## config.mk

```make
export PLATFORM = sky130hd
export DESIGN_NAME = ethermac_tx_arbiter_flat
export DESIGN_NICKNAME = d
export VERILOG_FILES = /design/src/rtl/ethermac_pkg.sv /design/src/rtl/ethermac_tx_arbiter_if.sv /design/src/rtl/ethermac_rr_pick.sv /design/src/rtl/ethermac_tx_arbiter.sv /design/src/flat_wrapper.sv
export SDC_FILE = /design/constraint.sdc
export NUM_CORES = 1
export LEC_CHECK = 0
export CAP_MARGIN = 15
export CORE_MARGIN = 2
export CORE_UTILIZATION = 34
export DETAILED_ROUTE_END_ITERATION = 10
export GPL_TIMING_DRIVEN = 0
export HOLD_SLACK_MARGIN = 0.02
export PLACE_DENSITY = 0.87
export SYNTH_ARGS = -nofsm -noshare
export SYNTH_HDL_FRONTEND = slang
export SYNTH_SLANG_ARGS = --single-unit
```

## constraint.sdc

```tcl
create_clock -name i_clk -period 3.4 [get_ports i_clk]
set_input_delay 0.34 -clock i_clk [delete_from_list [all_inputs] [get_ports i_clk]]
set_output_delay 0.34 -clock i_clk [all_outputs]
set_load 0.01 [all_outputs]
```

## src/rtl/ethermac_pkg.sv

```systemverilog
// Shared types and constants for the Ethernet MAC transmit arbiter.
package ethermac_pkg;

   typedef enum logic [1:0] {
      S_IDLE    = 2'd0,
      S_CHECK   = 2'd1,
      S_WAIT_DN = 2'd2,
      S_RELEASE = 2'd3
   } state_t;

   localparam int PKG_MAX_LENGTH = 757;
   localparam int ADDR_W         = 10;
   localparam int DATA_W         = 16;
   localparam int PID_W          = 2;
   localparam int LEN_W          = 10;

   // Lengths the MAC would silently drop: zero or beyond its buffer limit.
   function automatic logic len_legal(input logic [LEN_W-1:0] len);
      return (len != '0) && (len <= LEN_W'(PKG_MAX_LENGTH));
   endfunction

endpackage

```

## src/rtl/ethermac_tx_arbiter_if.sv

```systemverilog
// MAC-side bundle of the transmit arbiter: launch request, frame info, data and status.
interface ethermac_tx_arbiter_if;
   import ethermac_pkg::*;

   // Handshake: send_irq is a one-cycle launch while length/port_id stay stable;
   // it is only issued when send_idl is high, and the MAC ends the frame with a
   // one-cycle send_dn pulse. There is no back-pressure on send_irq itself.
   logic              send_irq;
   logic [LEN_W-1:0]  length;
   logic [PID_W-1:0]  port_id;
   logic [DATA_W-1:0] data;
   logic [ADDR_W-1:0] mac_addr;
   logic              send_dn;
   logic              send_idl;

   modport master (
      output send_irq, length, port_id, data,
      input  mac_addr, send_dn, send_idl
   );

   modport slave (
      input  send_irq, length, port_id, data,
      output mac_addr, send_dn, send_idl
   );

endinterface

```

## src/rtl/ethermac_rr_pick.sv

```systemverilog
// Combinational round-robin picker: first set request at or after i_ptr, wrapping.
module ethermac_rr_pick #(
   parameter int NUM_REQ = 3
) (
   input  logic [NUM_REQ-1:0] i_req,
   input  logic [1:0]         i_ptr,
   output logic [NUM_REQ-1:0] o_grant,
   output logic [1:0]         o_idx,
   output logic               o_valid
);

   // Two passes with constant indices: upper segment from the pointer, then the wrap.
   always_comb begin
      o_grant = '0;
      o_idx   = '0;
      o_valid = 1'b0;
      for (int k = 0; k < NUM_REQ; k++) begin
         if (!o_valid && i_req[k] && (2'(k) >= i_ptr)) begin
            o_valid    = 1'b1;
            o_grant[k] = 1'b1;
            o_idx      = 2'(k);
         end
      end
      for (int k = 0; k < NUM_REQ; k++) begin
         if (!o_valid && i_req[k] && (2'(k) < i_ptr)) begin
            o_valid    = 1'b1;
            o_grant[k] = 1'b1;
            o_idx      = 2'(k);
         end
      end
   end

endmodule

```

## src/rtl/ethermac_tx_arbiter.sv

```systemverilog
// Round-robin scheduler sharing one MII transmit MAC among NUM_REQ frame sources.
// Defining TX_ARB_TIMEOUT_EN adds a watchdog on the wait for send-done.
module ethermac_tx_arbiter
   import ethermac_pkg::*;
#(
   parameter int NUM_REQ = 3
`ifdef TX_ARB_TIMEOUT_EN
   ,
   parameter int TIMEOUT_CYCLES = 4095
`endif
) (
   input  logic                      i_clk,
   input  logic                      i_rst_n,
   input  logic [NUM_REQ-1:0]        i_req,
   input  logic [LEN_W*NUM_REQ-1:0]  i_len,
   input  logic [DATA_W*NUM_REQ-1:0] i_rd_data,
   output logic [ADDR_W-1:0]         o_rd_addr,
   output logic [NUM_REQ-1:0]        o_grant,
   output logic [NUM_REQ-1:0]        o_done,
   output logic [NUM_REQ-1:0]        o_err,
   output logic                      o_timeout,
   output state_t                    o_dbg_state,
   ethermac_tx_arbiter_if.master     mac_if
);

   state_t              r_state, w_next;
   logic [1:0]          r_rr_ptr;
   logic [NUM_REQ-1:0]  r_grant, r_done, r_err;
   logic [PID_W-1:0]    r_port_id;
   logic [LEN_W-1:0]    r_length;
   logic                r_send_irq;

   logic [NUM_REQ-1:0]  w_pick_grant;
   logic [1:0]          w_pick_idx;
   logic                w_pick_valid;
   logic [LEN_W-1:0]    w_sel_len;
   logic [DATA_W-1:0]   w_data;
   logic                w_load, w_irq, w_fin_done, w_fin_err, w_tmo, w_release;
   logic                w_cnt_hit;

   ethermac_rr_pick #(.NUM_REQ(NUM_REQ)) u_pick (
      .i_req   (i_req),
      .i_ptr   (r_rr_ptr),
      .o_grant (w_pick_grant),
      .o_idx   (w_pick_idx),
      .o_valid (w_pick_valid)
   );

   always_comb begin
      w_sel_len = '0;
      w_data    = '0;
      for (int k = 0; k < NUM_REQ; k++) begin
         if (w_pick_idx == 2'(k)) w_sel_len = i_len[k*LEN_W +: LEN_W];
         if (r_grant[k])          w_data    = i_rd_data[k*DATA_W +: DATA_W];
      end
   end

   always_ff @(posedge i_clk or negedge i_rst_n) begin
      if (!i_rst_n) r_state <= S_IDLE;
      else          r_state <= w_next;
   end

   // Send-done is checked before the watchdog so a late-but-valid finish wins.
   always_comb begin
      w_next     = r_state;
      w_load     = 1'b0;
      w_irq      = 1'b0;
      w_fin_done = 1'b0;
      w_fin_err  = 1'b0;
      w_tmo      = 1'b0;
      w_release  = 1'b0;
      case (r_state)
         S_IDLE: begin
            if (w_pick_valid && mac_if.send_idl) begin
               w_load = 1'b1;
               w_next = S_CHECK;
            end
         end
         S_CHECK: begin
            if (len_legal(r_length)) begin
               w_irq  = 1'b1;
               w_next = S_WAIT_DN;
            end else begin
               w_fin_err = 1'b1;
               w_next    = S_RELEASE;
            end
         end
         S_WAIT_DN: begin
            if (mac_if.send_dn) begin
               w_fin_done = 1'b1;
               w_next     = S_RELEASE;
            end else if (w_cnt_hit) begin
               w_fin_err = 1'b1;
               w_tmo     = 1'b1;
               w_next    = S_RELEASE;
            end
         end
         S_RELEASE: begin
            w_release = 1'b1;
            w_next    = S_IDLE;
         end
         default: w_next = S_IDLE;
      endcase
   end

   always_ff @(posedge i_clk or negedge i_rst_n) begin
      if (!i_rst_n) begin
         r_rr_ptr   <= '0;
         r_grant    <= '0;
         r_done     <= '0;
         r_err      <= '0;
         r_port_id  <= '0;
         r_length   <= '0;
         r_send_irq <= 1'b0;
      end else begin
         r_done     <= w_fin_done ? r_grant : '0;
         r_err      <= w_fin_err  ? r_grant : '0;
         r_send_irq <= w_irq;
         if (w_load) begin
            r_grant   <= w_pick_grant;
            r_port_id <= w_pick_idx;
            r_length  <= w_sel_len;
         end
         if (w_release) begin
            r_grant  <= '0;
            r_rr_ptr <= (r_port_id == 2'(NUM_REQ - 1)) ? '0 : r_port_id + 1'b1;
         end
      end
   end

`ifdef TX_ARB_TIMEOUT_EN
   localparam int CNT_W = ($clog2(TIMEOUT_CYCLES + 1) > 12) ? $clog2(TIMEOUT_CYCLES + 1) : 12;

   logic [CNT_W-1:0] r_wait_cnt;
   logic             r_timeout;

   // Cleared on the launch edge, so the count equals cycles spent in S_WAIT_DN.
   always_ff @(posedge i_clk or negedge i_rst_n) begin
      if (!i_rst_n) begin
         r_wait_cnt <= '0;
         r_timeout  <= 1'b0;
      end else begin
         if (w_irq)                     r_wait_cnt <= '0;
         else if (r_state == S_WAIT_DN) r_wait_cnt <= r_wait_cnt + 1'b1;
         if (w_tmo) r_timeout <= 1'b1;
      end
   end

   assign w_cnt_hit = (r_wait_cnt == CNT_W'(TIMEOUT_CYCLES - 1));
   assign o_timeout = r_timeout;
`else
   assign w_cnt_hit = 1'b0;
   assign o_timeout = 1'b0;
`endif

   assign o_rd_addr        = mac_if.mac_addr;
   assign o_grant          = r_grant;
   assign o_done           = r_done;
   assign o_err            = r_err;
   assign o_dbg_state      = r_state;
   assign mac_if.send_irq  = r_send_irq;
   assign mac_if.length    = r_length;
   assign mac_if.port_id   = r_port_id;
   assign mac_if.data      = w_data;

endmodule

```

## src/flat_wrapper.sv

```systemverilog
// flat-port wrapper written by rule: the top's interface ports become plain ports
module ethermac_tx_arbiter_flat import ethermac_pkg::*;
#(
   parameter int NUM_REQ = 3

)
  (i_clk, i_rst_n, i_req, i_len, i_rd_data, o_rd_addr, o_grant, o_done, o_err, o_timeout, o_dbg_state, mac_if_send_irq, mac_if_length, mac_if_port_id, mac_if_data, mac_if_mac_addr, mac_if_send_dn, mac_if_send_idl);
  ethermac_tx_arbiter_if mac_if_i ();
  input  logic i_clk;
  input  logic i_rst_n;
  input  logic [NUM_REQ-1:0] i_req;
  input  logic [LEN_W*NUM_REQ-1:0] i_len;
  input  logic [DATA_W*NUM_REQ-1:0] i_rd_data;
  output logic [ADDR_W-1:0] o_rd_addr;
  output logic [NUM_REQ-1:0] o_grant;
  output logic [NUM_REQ-1:0] o_done;
  output logic [NUM_REQ-1:0] o_err;
  output logic o_timeout;
  output state_t o_dbg_state;
  output wire logic [$bits(mac_if_i.send_irq)-1:0] mac_if_send_irq;
  output wire logic [$bits(mac_if_i.length)-1:0] mac_if_length;
  output wire logic [$bits(mac_if_i.port_id)-1:0] mac_if_port_id;
  output wire logic [$bits(mac_if_i.data)-1:0] mac_if_data;
  input wire logic [$bits(mac_if_i.mac_addr)-1:0] mac_if_mac_addr;
  input wire logic [$bits(mac_if_i.send_dn)-1:0] mac_if_send_dn;
  input wire logic [$bits(mac_if_i.send_idl)-1:0] mac_if_send_idl;
  assign mac_if_send_irq = mac_if_i.send_irq;
  assign mac_if_length = mac_if_i.length;
  assign mac_if_port_id = mac_if_i.port_id;
  assign mac_if_data = mac_if_i.data;
  assign mac_if_i.mac_addr = mac_if_mac_addr;
  assign mac_if_i.send_dn = mac_if_send_dn;
  assign mac_if_i.send_idl = mac_if_send_idl;
  ethermac_tx_arbiter #(.NUM_REQ(NUM_REQ)) u_core (.i_clk(i_clk), .i_rst_n(i_rst_n), .i_req(i_req), .i_len(i_len), .i_rd_data(i_rd_data), .o_rd_addr(o_rd_addr), .o_grant(o_grant), .o_done(o_done), .o_err(o_err), .o_timeout(o_timeout), .o_dbg_state(o_dbg_state), .mac_if(mac_if_i));
endmodule
```

Word level (Yosys, flattened, before mapping)
Cells that the tools add are included.
{ "word_totals": {"regBits": 26, "in_bits": 95, "output_inout_bits": 51, "wordCells": 87} }
{ "op_classes": {"addsub": 1, "order_cmp": 7, "n_eq_ne": 8, "muxes": 40, "n_reduce_logical": 23} }
{ "op_table": {"columns": ["op", "count"], "rows": [
  ["$mux 16", 3],
  ["$mux 10", 3],
  ["$mux 1", 22],
  ["$mux 2", 7],
  ["$logic_and 1x1->1", 13],
  ["$mux 3", 4],
  ["$le 10x10->1 const B", 1],
  ["$reduce_bool 10->1", 1],
  ["$eq 2x2->1 const B", 4],
  ["$pmux 2 s4", 1],
  ["$logic_not 1->1", 5],
  ["$eq 2x1->1 const B", 2],
  ["$ge 1x2->1 const A", 2],
  ["$logic_not 2->1", 2],
  ["$lt 1x2->1 const A", 2],
  ["$add 2x1->2 const B", 1],
  ["$ge 2x2->1 const A", 1],
  ["$lt 2x2->1 const A", 1],
  ["$ne 2x1->1 const B", 1],
  ["$ne 2x2->1 const B", 1],
  ["$reduce_and 2->1", 1],
  ["$reduce_bool 2->1", 1]
]} }

Longest topological paths before layout
Gate-level depths: netlist of run 1.
{ "depth": {"depth_word": 28, "depth_mapped": 8, "mapped_depth_nobuf": 6} }

Cells and area by module
Synthesis of run 1 repeated with hierarchy kept, for this count alone.
{ "hier_totals": {"hier_cells": 196, "hier_area_um2": 1786.7} }
{ "by_module_without_submodules": {"columns": ["mod", "instances", "cells_each", "area_per_inst_um2"], "rows": [
  ["ethermac_tx_arbiter", 1, 183, 1699.1],
  ["ethermac_rr_pick", 1, 13, 87.6]
]} }

Worst setup path after synthesis of run 1
OpenSTA, ideal clock, no wires.
{ "synth_timing": {"kind": "register to output", "from": "register u_core.r_grant[1], in the netlist u_core.o_grant[1]", "to": "output port mac_if_data[10]", "arrival_ns": 1.357, "path_slack_ns": 1.703, "path_stages_with_launch": 5, "n_path_buf": 2, "cell_sequence": "dfrtp_1 clkbuf_1 clkbuf_1 a22oi_1 o21ai_0"} }
{ "synth_via": {"elab_chain_cells": 2} }
{ "synth_rtl": {"columns": ["element", "line_no", "text"], "rows": [
  ["start: declaration", "ethermac_tx_arbiter.sv:28", "logic [NUM_REQ-1:0] r_grant, r_done, r_err;"],
  ["start signal: assignment", "ethermac_tx_arbiter.sv:120", "r_grant <= w_pick_grant;"],
  ["$mux 16 (2 in series)", "ethermac_tx_arbiter.sv:54", "if (r_grant[k]) w_data = i_rd_data[k*DATA_W +: DATA_W];"],
  ["end: declaration", "flat_wrapper.sv:23", "output wire logic [$bits(mac_if_i.data)-1:0] mac_if_data;"]
]} }
No other way between the ends.

Final worst setup path of run 1
{ "layout_timing": {"from": "register u_core.r_grant[1], in the netlist u_core.o_grant[1]", "to": "output port mac_if_data[13]"} }
Same word-level chain as after synthesis.

==> results, run 1 <==
- The number of failing setup endpoints in the final timing report is 0.
- Clock latency on the worst-skew pair, taken at its later pin, is 0.26 ns.
- The internal portion of the total power is 1240 uW.
- Data on the critical path is required at its endpoint by 3.06 ns.
- The peak supply drop is 0.000446 V.
- The via count of the first global-routing pass is 2,019.
- The combinational power share is 0.640.
- The max-slew violation count is 0.
- The classification of the worst setup path is reg2out.
- In the global route stage, overall resource usage came out at 0.213.
- The wire length of the first global-routing pass is 9.16 mm.
- Of the post-synthesis cell area, the dominant cell type holds 0.390.
- The setup check on the worst reg-to-reg path leaves a slack of 1.66 ns.
- Dividing total power by cell area gives a power density of 653 nW/um2.
- The total of max-cap violations is 0.
- Once placement finished, the instance area stood at 3090 um2.
- The total leakage power is 0.00128 uW.
- The post-detailed-route via-to-cell ratio is 5.06.
- The DRC violation count after routing is 0.
- The number of buffers added on ports is 134.
- In the layout the commonest cells are 134 x sky130_fd_sc_hd__clkdlybuf4s50_1, 33 x sky130_fd_sc_hd__nand2_1, 26 x sky130_fd_sc_hd__dfrtp_1, 19 x sky130_fd_sc_hd__o21ai_0, 16 x sky130_fd_sc_hd__a22oi_1.
- The flow ran to the end, and the final reports show no timing, DRC or antenna violations.
- The maximum single-stage delay on the critical path is 0.57 ns.
- The slew at the pin closest to its max-slew limit is 0.521 ns.
- In this run the horizontal extent of the chip is 74.0 um.
- The count of final hold-check violations is 0.
- The number of cells upsized or downsized after cts is 0.
- For the worst setup path, the data arrival time is 2.37 ns.
- The post-layout minimum cycle time is 2.71 ns.
- For the worst flop-to-flop path, the logic depth is 8.
- The peak clock frequency supported by timing is 369 MHz.
- The clock transition time at the flip-flop clock pins of the worst setup and hold paths is 0.08 ns.
- The total clock buffers created by CTS is 3.
- The cell taking the most area after synthesis is sky130_fd_sc_hd__dfrtp_1.
- In this run the count of I/O pins placed on the die edge is 146.
- A synthesized cell averages 8.37 um2.
- The worst register-to-register path ends at u_core.mac_if.length[8].
- The highest net fanout along the worst path is 10.
- The routed wirelength normalized by instance count is 15.1 um.
- The min-delay analysis places its worst path in the category in2async.
- The largest net degree at the start of global routing is 27.
- The area of the die is 5480 um2.
- The total negative slack for setup checks is 0 ns.
- Setup repair after global routing left no endpoint under its margin.
- Measured against its own limit, the worst slew margin works out to 0.649.
- The TritonCTS clock tree is yes.
- Across the routed clock network, the largest skew measured is 0.00114 ns.
- The fraction of final layout cells with drive strength greater than 1 is 0.0828.
- The height of the die is 74.0 um.
- The final instance area is 3170 um2.
- The kind of launch point of the worst setup path is a flip-flop.
- The synthesized design contains 0 enable-type register cells.
- The initial core utilization is 0.353.
- The overall via count from detail_route is 2,049.
- The commonest register cell after synthesis is sky130_fd_sc_hd__dfrtp_1.
- Counting every net in the synthesized netlist gives 298.
- CTS built an H-tree with a depth of 1.
- Synthesis produced a netlist whose cell count is 199.
- The first-pass detailed-route iteration total is 5.
- In the finished design, the share of the clock period the worst path needs comes to 0.798.
- After floorplanning, the core was sized to cover 4720 um2.
- The share of total power dissipated in the clock network is 0.094.
- After synthesis the cells add up to 1670 um2.
- Sorting the synthesized cells by area gives the leading types as sky130_fd_sc_hd__dfrtp_1 39%, sky130_fd_sc_hd__nand2_1 7.4%, sky130_fd_sc_hd__a22oi_1 7.2%.
- The count of standard-cell rows is 25.
- At the end of routability-driven placement, the weighted congestion stood at 0.815.
- The routed wire length is 6.11 mm.
- The HPWL after detailed placement is 4.96 mm.
- Walking the worst path, the cells encountered are clkbuf_1 -> clkbuf_1 -> a22oi_1 -> o21ai_0 -> clkdlybuf4s50_1.
- The synthesized design contains 26 register bits.
- For this design, the slowest cell found on the critical path is sky130_fd_sc_hd__clkdlybuf4s50_1.
- The count of nets left with antenna violations once routing finished came out at 0.
- The TritonCTS sink count is 26.
- The cell occurring most often along the worst timing path is sky130_fd_sc_hd__clkbuf_1.
- For this block, the initial DRC count from the detailed router was 68.
- The buffer levels on the longest clock path is 2.
- In this run the worst setup path begins at u_core.o_grant[1].
- The setup fix buffers added after clock tree synthesis is 0.
- Of the total power, the share spent switching nets is 0.402.
- The synthesized netlist contains 35 unique library cells.
- Of the total power, registers draw 0.266.
- The number of antenna diodes in the final layout is 0.
- The signed area change from the synthesized netlist to the final layout is 90.5%.
- Of the synthesized area, sequential elements account for 0.390.
- The async set-or-reset flop fraction in the synthesized netlist is 1.00.
- The number of warning messages in the yosys log is 0.
- The initial antenna violation count is 0.
- Buffers inserted to repair hold after CTS numbered 0.
- In this run the critical register-to-register path is launched from u_core.o_dbg_state[0].
- The kind of end point of the critical path is an output pin.
- The number of nets in the final layout is 438.
- The most common cell after layout, fill and taps aside is sky130_fd_sc_hd__clkdlybuf4s50_1.
- The clock root buffer is sky130_fd_sc_hd__clkbuf_8.
- The switching power summed over all nets is 834 uW.
- The total congestion overflow is 0.
==> per-stage QoR <==
step / total power, uW / hold WS (ns) / util / setup WS, ns / instances
global placement: 1840 / 0.527 / 0.655 / 0.961 / 400
floorplan: 1160 / 0.0444 / - / 1.70 / 199
finish: 2070 / 0.335 / 0.672 / 0.687 / 405
global route: 2230 / 0.330 / 0.672 / 0.476 / 405
detailed placement: 1880 / 0.524 / 0.655 / 0.982 / 400
CTS: 2080 / 0.558 / 0.666 / 0.681 / 404
==> area by class of cell <==
| type | instances | area, um2 |
|---|---|---|
| well taps | 67 | 83.8 |
| flip-flops and latches | 26 | 651 |
| clock buffers | 4 | 55.1 |
| repair buffers | 135 | 1370 |
| inverters | 5 | 18.8 |
| plain buffers | 24 | 145 |
| fillers | 377 | 1550 |
| multi-input cells | 144 | 852 |
==> cell usage after synthesis (all sizes together), types with 2 or more instances <==
cell type / number
a22oi: 16
mux2i: 4
buf: 17
nor2: 12
nand2b: 3
o21ai: 21
a21oi: 12
dfrtp: 26
a222oi: 6
nand3: 6
nor4: 2
nor2b: 3
ha: 4
nand2: 33
o211ai: 4
clkbuf: 7
and3: 7
inv: 5
==> state kept, by name (all words and copies together) (netlist names) <==
| register | flops |
|---|---|
| u_core.mac_if.send_irq | 1 |
| u_core.r_rr_ptr | 2 |
| u_core.o_err | 3 |
| u_core.mac_if.port_id | 2 |
| u_core.mac_if.length | 10 |
| u_core.o_grant | 3 |
| u_core.o_done | 3 |
| u_core.o_dbg_state | 2 |
==> cell families (layout without fill, tap and decap cells) <==
kind of cell             Yosys count  after routing  synth area share
AO/OA/AOI/OAI                     65             65             0.255
adder cells (fa/ha/maj)            4              4            0.0300
buffers and inverters             29            168            0.0984
flip-flops                        26             26             0.390
multiplexers                       5              5            0.0308
other                              1              1           0.00225
AND/OR/NAND/NOR                   69             69             0.193
==> layer usage <==
layer,vias up,global-route usage,share of wire
met5,-,0,0
met4,0,0.0343,0.0093
met3,7,0.0488,0.098
met2,114,0.432,0.55
met1,946,0.223,0.34
li1,982,-,-
==> how the worst max path moves through the flow <==
stage	cells after the start	end	slack [ns]
6_report	5	mac_if_data[13]	0.69
3_3_place_gp	5	mac_if_data[10]	0.96
3_5_place_dp	5	mac_if_data[10]	0.98
4_1_cts	5	mac_if_data[10]	0.68
2_1_floorplan	4	mac_if_data[10]	1.70
5_1_grt	5	mac_if_data[9]	0.48
==> critical path, delay by kind of cell (launching register included) <==
kind | cells | cell delay, ns
buffers and inverters | 3 | 1.38
DFF | 1 | 0.37
AOI/OAI and AO/OA | 2 | 0.36
==> power by group through the flow <==
stage | Clock (uW) | Combinational, uW | Sequential [uW]
after floorplan | 0 | 589 | 572
after global placement | 0 | 1290 | 548
after detailed placement | 0 | 1320 | 554
after CTS | 199 | 1330 | 548
after global routing | 212 | 1450 | 570
final | 196 | 1330 | 551
No activity file was read; power rests on OpenSTA's default activity.
==> inputs of run 2 (changes only) <==
- CORE_UTILIZATION: 34 -> 29
- PLACE_DENSITY: 0.87 -> 0.79
- clock period: 3.4 -> 2.3 ns (I/O delays scaled with it)
==> run 2 against run 1 <==
  * Final cell count increased by 1.2%
  * Sequential cell count unchanged
  * Sequential share of layout area decreased by 0.23 points
  * Setup slack lost 0.54 ns
  * Count of clock-buffer cells in the layout unchanged
  * Worst hold slack lost 0.091 ns
  * Utilization down 9.3 points
  * Total power increased by 48%
  * Clock skew increased by 0.0053 ns
  * Critical path depth grew 1
  * Die area grew 16%
==> results, run 2 (synthesis gave the netlist of run 1 again) <==
- The run finished with clean final reports.
- Counting both buffers and inverters, the worst setup path holds a total of 3.
- In this run, the number of DRC markers left after iteration 0 of detailed routing was 64.
- The number of buffers added on ports is 134.
- The total of max-cap violations is 0.
- The buffer levels on the longest clock path is 2.
- The TritonCTS clock tree is yes.
- After detailed routing, the number of remaining DRC violations is 0.
- The critical path data required time is 2.07 ns.
- The overall power after layout is 3080 uW.
- In this run the remaining antenna-violating nets after routing total 0.
- The floorplan step set the die height to 79.8 um.
- The register with the most flip-flops in the layout has 10 of them.
- The routed wirelength normalized by instance count is 14.9 um.
- Setup repair after global routing left no endpoint under its margin.
- The number of failing setup endpoints in the final timing report is 0.
- The clock reaches the later pin of the worst-skew pair after 0.27 ns.
- Summed over all cells, the static leakage comes to 0.00139 uW.
- The classification of the worst setup path is reg2out.
- STA classifies the critical path endpoint as an output pin.
- The total clock buffers created by CTS is 3.
- The weighted congestion reported at the end of routability-driven placement is 0.822.
- The wire length of the first global-routing pass is 9.25 mm.
- The period utilization is 0.938.
- Summed over all layers, the routed wires come to 6.10 mm.
- The initial antenna violation count is 0.
- The total routing usage reported by global routing is 0.181.
- The fraction of final layout cells with drive strength greater than 1 is 0.101.
- In this run the horizontal extent of the chip is 79.8 um.
- The via count of the first global-routing pass is 1,943.
- The number of hold buffers added after CTS is 0.
- IR analysis of the VDD net gives a maximum drop of 0.000514 V.
- After detailed placement, the total cell area comes to 3100 um2.
- The standard cell core area is 5540 um2.
- The placed wire-length estimate after detailed placement is 4.84 mm.
- The repair_antennas step left the layout with diodes totalling 0.
- The utilization after layout is 0.579.
- The count of standard-cell rows is 27.
- The total negative slack for setup checks is 0 ns.
- The clock transition time at the flip-flop clock pins of the worst setup and hold paths is 0.09 ns.
- Leaving out fill and tap cells, the most frequent cell in the layout is sky130_fd_sc_hd__clkdlybuf4s50_1.
- The max-slew violation count came to 0.
- The initial core utilization is 0.301.
- The clock net in this run drives a total of 26 sinks.
- The number of nets in the final layout is 438.
- In this run the worst hold path is classified as in2async.
- STA classifies the critical path startpoint as a flip-flop.
- Across the routed clock network, the largest skew measured is 0.00646 ns.
- The worst path arrival time is 1.93 ns.
- The total power per unit cell area is 959 nW/um2.
- Entering global routing, the biggest net connects 27 pins.
- The signed area change from the synthesized netlist to the final layout is 92.6%.
- The area of the die is 6370 um2.
- Measured against its own limit, the worst slew margin works out to 0.625.
- The largest single stage delay on the critical path is 0.56 ns.
- CTS placed an instance of sky130_fd_sc_hd__clkbuf_8 at the clock tree root.
- The count of final hold-check violations is 0.
- The first detailed-routing pass ran for 5 iterations.
- The critical path goes through nor2b_1 -> clkbuf_4 -> buf_4 -> a22oi_1 -> o21ai_0 -> clkdlybuf4s50_1.
- Using the TritonRoute via totals, the vias-per-cell ratio works out to 4.99.
- The tightest hold path in the finished design has a slack of 0.244 ns.
- The slowest cell on the critical path is sky130_fd_sc_hd__clkdlybuf4s50_1.
- The number of levels in the clock H-tree is 1.
- The detailed router placed 2,045 vias in this run.
- In this run the worst path has a maximum fanout of 10.
- The largest delay contributor family on the critical path is buffers and inverters.
- The smallest clock period supported by the final layout is computed as 2.16 ns.
- For this design the top-level I/O count stands at 146.
- The peak clock frequency supported by timing is 464 MHz.
- The slew at the pin closest to its max-slew limit is 0.556 ns.
- In the layout the commonest cells are 129 x sky130_fd_sc_hd__clkdlybuf4s50_1, 33 x sky130_fd_sc_hd__nand2_1, 26 x sky130_fd_sc_hd__dfrtp_1, 19 x sky130_fd_sc_hd__o21ai_0, 16 x sky130_fd_sc_hd__a22oi_1.
- After routing the design area is 3210 um2.
- The total congestion overflow is 0.
-- run 2: path summary, 6_finish.rpt --
kind,startpoint,end,slack [ns],depth (start not counted)
setup reg to reg,u_core.o_dbg_state[0],u_core.mac_if.length[7],0.59,8
hold / removal,i_rst_n,u_core.mac_if.length[7],0.24,1
setup / recovery,u_core.o_grant[1],mac_if_data[10],0.14,6
min in group i_clk,i_len[21],u_core.mac_if.length[1],0.55,3
max in group asynchronous,i_rst_n,u_core.o_grant[1],1.62,2
hold reg to reg,u_core.mac_if.port_id[0],u_core.mac_if.port_id[0],0.58,2
-- run 2: area by class of cell --
cell class,instances,area [um2]
timing repair buffer,136,1390
tap,72,90.1
fill,498,2330
multi-input combinational,144,852
inverter,5,18.8
buffer,23,155
sequential,26,651
clock buffer,4,55.1
-- run 2: routing by layer --
metal,GRT usage,vias to the layer above,part of all wire
li1,-,989,-
met3,0.0419,2,0.10
met1,0.195,953,0.36
met4,0.0305,0,0.0026
met2,0.361,101,0.54
met5,0,-,0
-- run 2: power breakdown --
part / switching (uW) / internal, uW
combinational: 896 / 1070
clock: 136 / 153
sequential: 198 / 627
-- run 2: timing repair --
action | in CTS | in global routing
setup buffers | 1 | 0
endpoints found under the setup margin | 16 | 15
resized for setup | 7 | 8
-- run 2: per-stage QoR --
stage / instances / worst slack (ns)
after floorplan: 199 / 0.713
after global placement: 405 / -0.0332
after detailed placement: 405 / -0.0433
after CTS: 410 / 0.0250
after global routing: 410 / 0.00865
final: 410 / 0.143
==> variant: new RTL, config.mk and constraints of run 2 <==
Add a define of `TX_ARB_TIMEOUT_EN`.
--- a/src/rtl/ethermac_tx_arbiter.sv
+++ b/src/rtl/ethermac_tx_arbiter.sv
@@ -1,4 +1,6 @@
 // Round-robin scheduler sharing one MII transmit MAC among NUM_REQ frame sources.
 // Defining TX_ARB_TIMEOUT_EN adds a watchdog on the wait for send-done.
+`define TX_ARB_TIMEOUT_EN
+
 module ethermac_tx_arbiter
    import ethermac_pkg::*;
Function: same outputs for any inputs over 10 cycles, from zero or initial values and one cycle with i_rst_n low; that may be too few to reach the edited logic, so the function may still have changed.
==> variant against run 2 <==
- non-clock buffer count stayed put
- clock skew increased by 0.0012 ns
- maximum frequency is 2.7% higher
- cell area grew 25%
- worst setup slack improved by 0.057 ns
- routed wire length increased by 26%
- count of clock-buffer cells in the layout increased by 4
- sequential cell count up 13
- power grew 26%
- global-route usage decreased by 1.5 points
- critical path depth shrank 1
- cell count rose by 25%
- area after synthesis rose by 44%
- critical path type unchanged
- largest cell class unchanged
- highest routed layer unchanged
==> variant: results <==
[worst_setup_path]
r2r-end = "u_core.o_err[0]"
rrSetupSlack_ns = 0.38
cp.arrival_ns = 1.87
r2r_cells = 7

[drt]
wl_per_cell_um = 15.0
firstDrtPassIters = 4
drt_iter0_markers = 91
vias_per_cell = 4.85

[clock_network]
cts_buffers = 5
clock_latency_ns = 0.29
cts_max_level = 2

[place]
pre_cts_slack_ns = -0.00925
io_buffers = 135
routabilityCongestion = 0.797
post-dp-hpwl_um = 6060

[status]
status = "finished, final reports clean"

[cells_and_area]
layout.nets = 508
fill_cells = 776

[yosys]
syn_nets = 366
synth.top_cells.by_count = "dfrtp_1, nand2_1, nor2_1, a22oi_1, o21ai_0"
yosysUniqueCellTypes = 43
yosysSeqAreaShare = 0.408

[global_route]
grtUsageTotal = 0.167
grt_start_max_net_pins = 40
grt_pass1_vias = 2382

[timing]
min_period_ns = 2.10
variant: changes by cell type after synthesis, moves of 6 or more:
cell	change
a222oi_1	-6
a22oi_1	+7
a22oi_2	+7
dfrtp_1	+13
nor2_1	+13
o21ai_1	+6
xnor2_1	+7
variant: cells by family (layout without fill, tap and decap cells):
group	count (synthesis)	count (layout)	share of synthesized area
flip-flops	39	39	0.408
multiplexers	3	3	0.0126
buffers and inverters	34	177	0.0842
AO/OA/AOI/OAI	83	83	0.239
XOR/XNOR	12	12	0.0439
adder cells (fa/ha/maj)	6	6	0.0314
AND/OR/NAND/NOR	88	88	0.181
variant: repair_timing:
action,4_1_cts,5_1_grt
pin swaps,0,0
setup buffers,1,0
endpoints found under the setup margin,15,16
gates cloned,0,0
resized for setup,6,13
variant: worst max-delay path by stage:
stage                                from                    end  depth (start not counted)
floorplan           u_core.o_dbg_state[0]  u_core.r_wait_cnt[11]                          8
global placement        u_core.o_grant[0]        mac_if_data[14]                          6
detailed placement      u_core.o_grant[0]        mac_if_data[14]                          6
CTS                     u_core.o_grant[1]        mac_if_data[14]                          6
global route            u_core.o_grant[2]         mac_if_data[4]                          4
finish                  u_core.o_grant[1]         mac_if_data[3]                          5
variant: final cells by class:
class,count,area (sq um),share of cell area
timing repair buffer,136,1380,0.344
multi-input combinational,192,1210,0.303
sequential,39,976,0.244
buffer,23,169,0.0421
tap,105,131,0.0328
clock buffer,8,100,0.0250
inverter,10,37.5,0.00937
variant: routing by layer:
| layer | vias up | GRT usage | wire length [um] |
|---|---|---|---|
| li1 | 1220 | - | - |
| met3 | 13 | 0.0351 | 304 |
| met2 | 67 | 0.281 | 3930 |
| met4 | 0 | 0.0459 | 127 |
| met5 | - | 0 | 0 |
| met1 | 1190 | 0.216 | 3340 |
variant: critical path, stage by stage, from the launching register on:
cell and delay, ns:
dfrtp_1 0.39, nor2b_1 0.11, clkbuf_2 0.20, a22oi_1 0.09
o21ai_0 0.20, clkdlybuf4s50_1 0.58
variant: power breakdown:
| group | total (mW) | switching, mW | internal, mW |
|---|---|---|---|
| combinational | 2.26 | 1.09 | 1.17 |
| clock | 0.505 | 0.232 | 0.274 |
| sequential | 1.11 | 0.230 | 0.876 |
| total | 3.87 | 1.55 | 2.32 |
variant: through the flow:
stage	TNS, ns	hold slack (ns)	util	std cells	area, sq um
CTS	0	0.0744	0.492	514	3990
global route	0	0.120	0.495	513	4010
detailed placement	-0.00925	0.385	0.478	505	3870
global placement	0	0.458	0.479	505	3870
finish	0	0.0379	0.495	513	4010
floorplan	0	-0.0656	-	265	2390
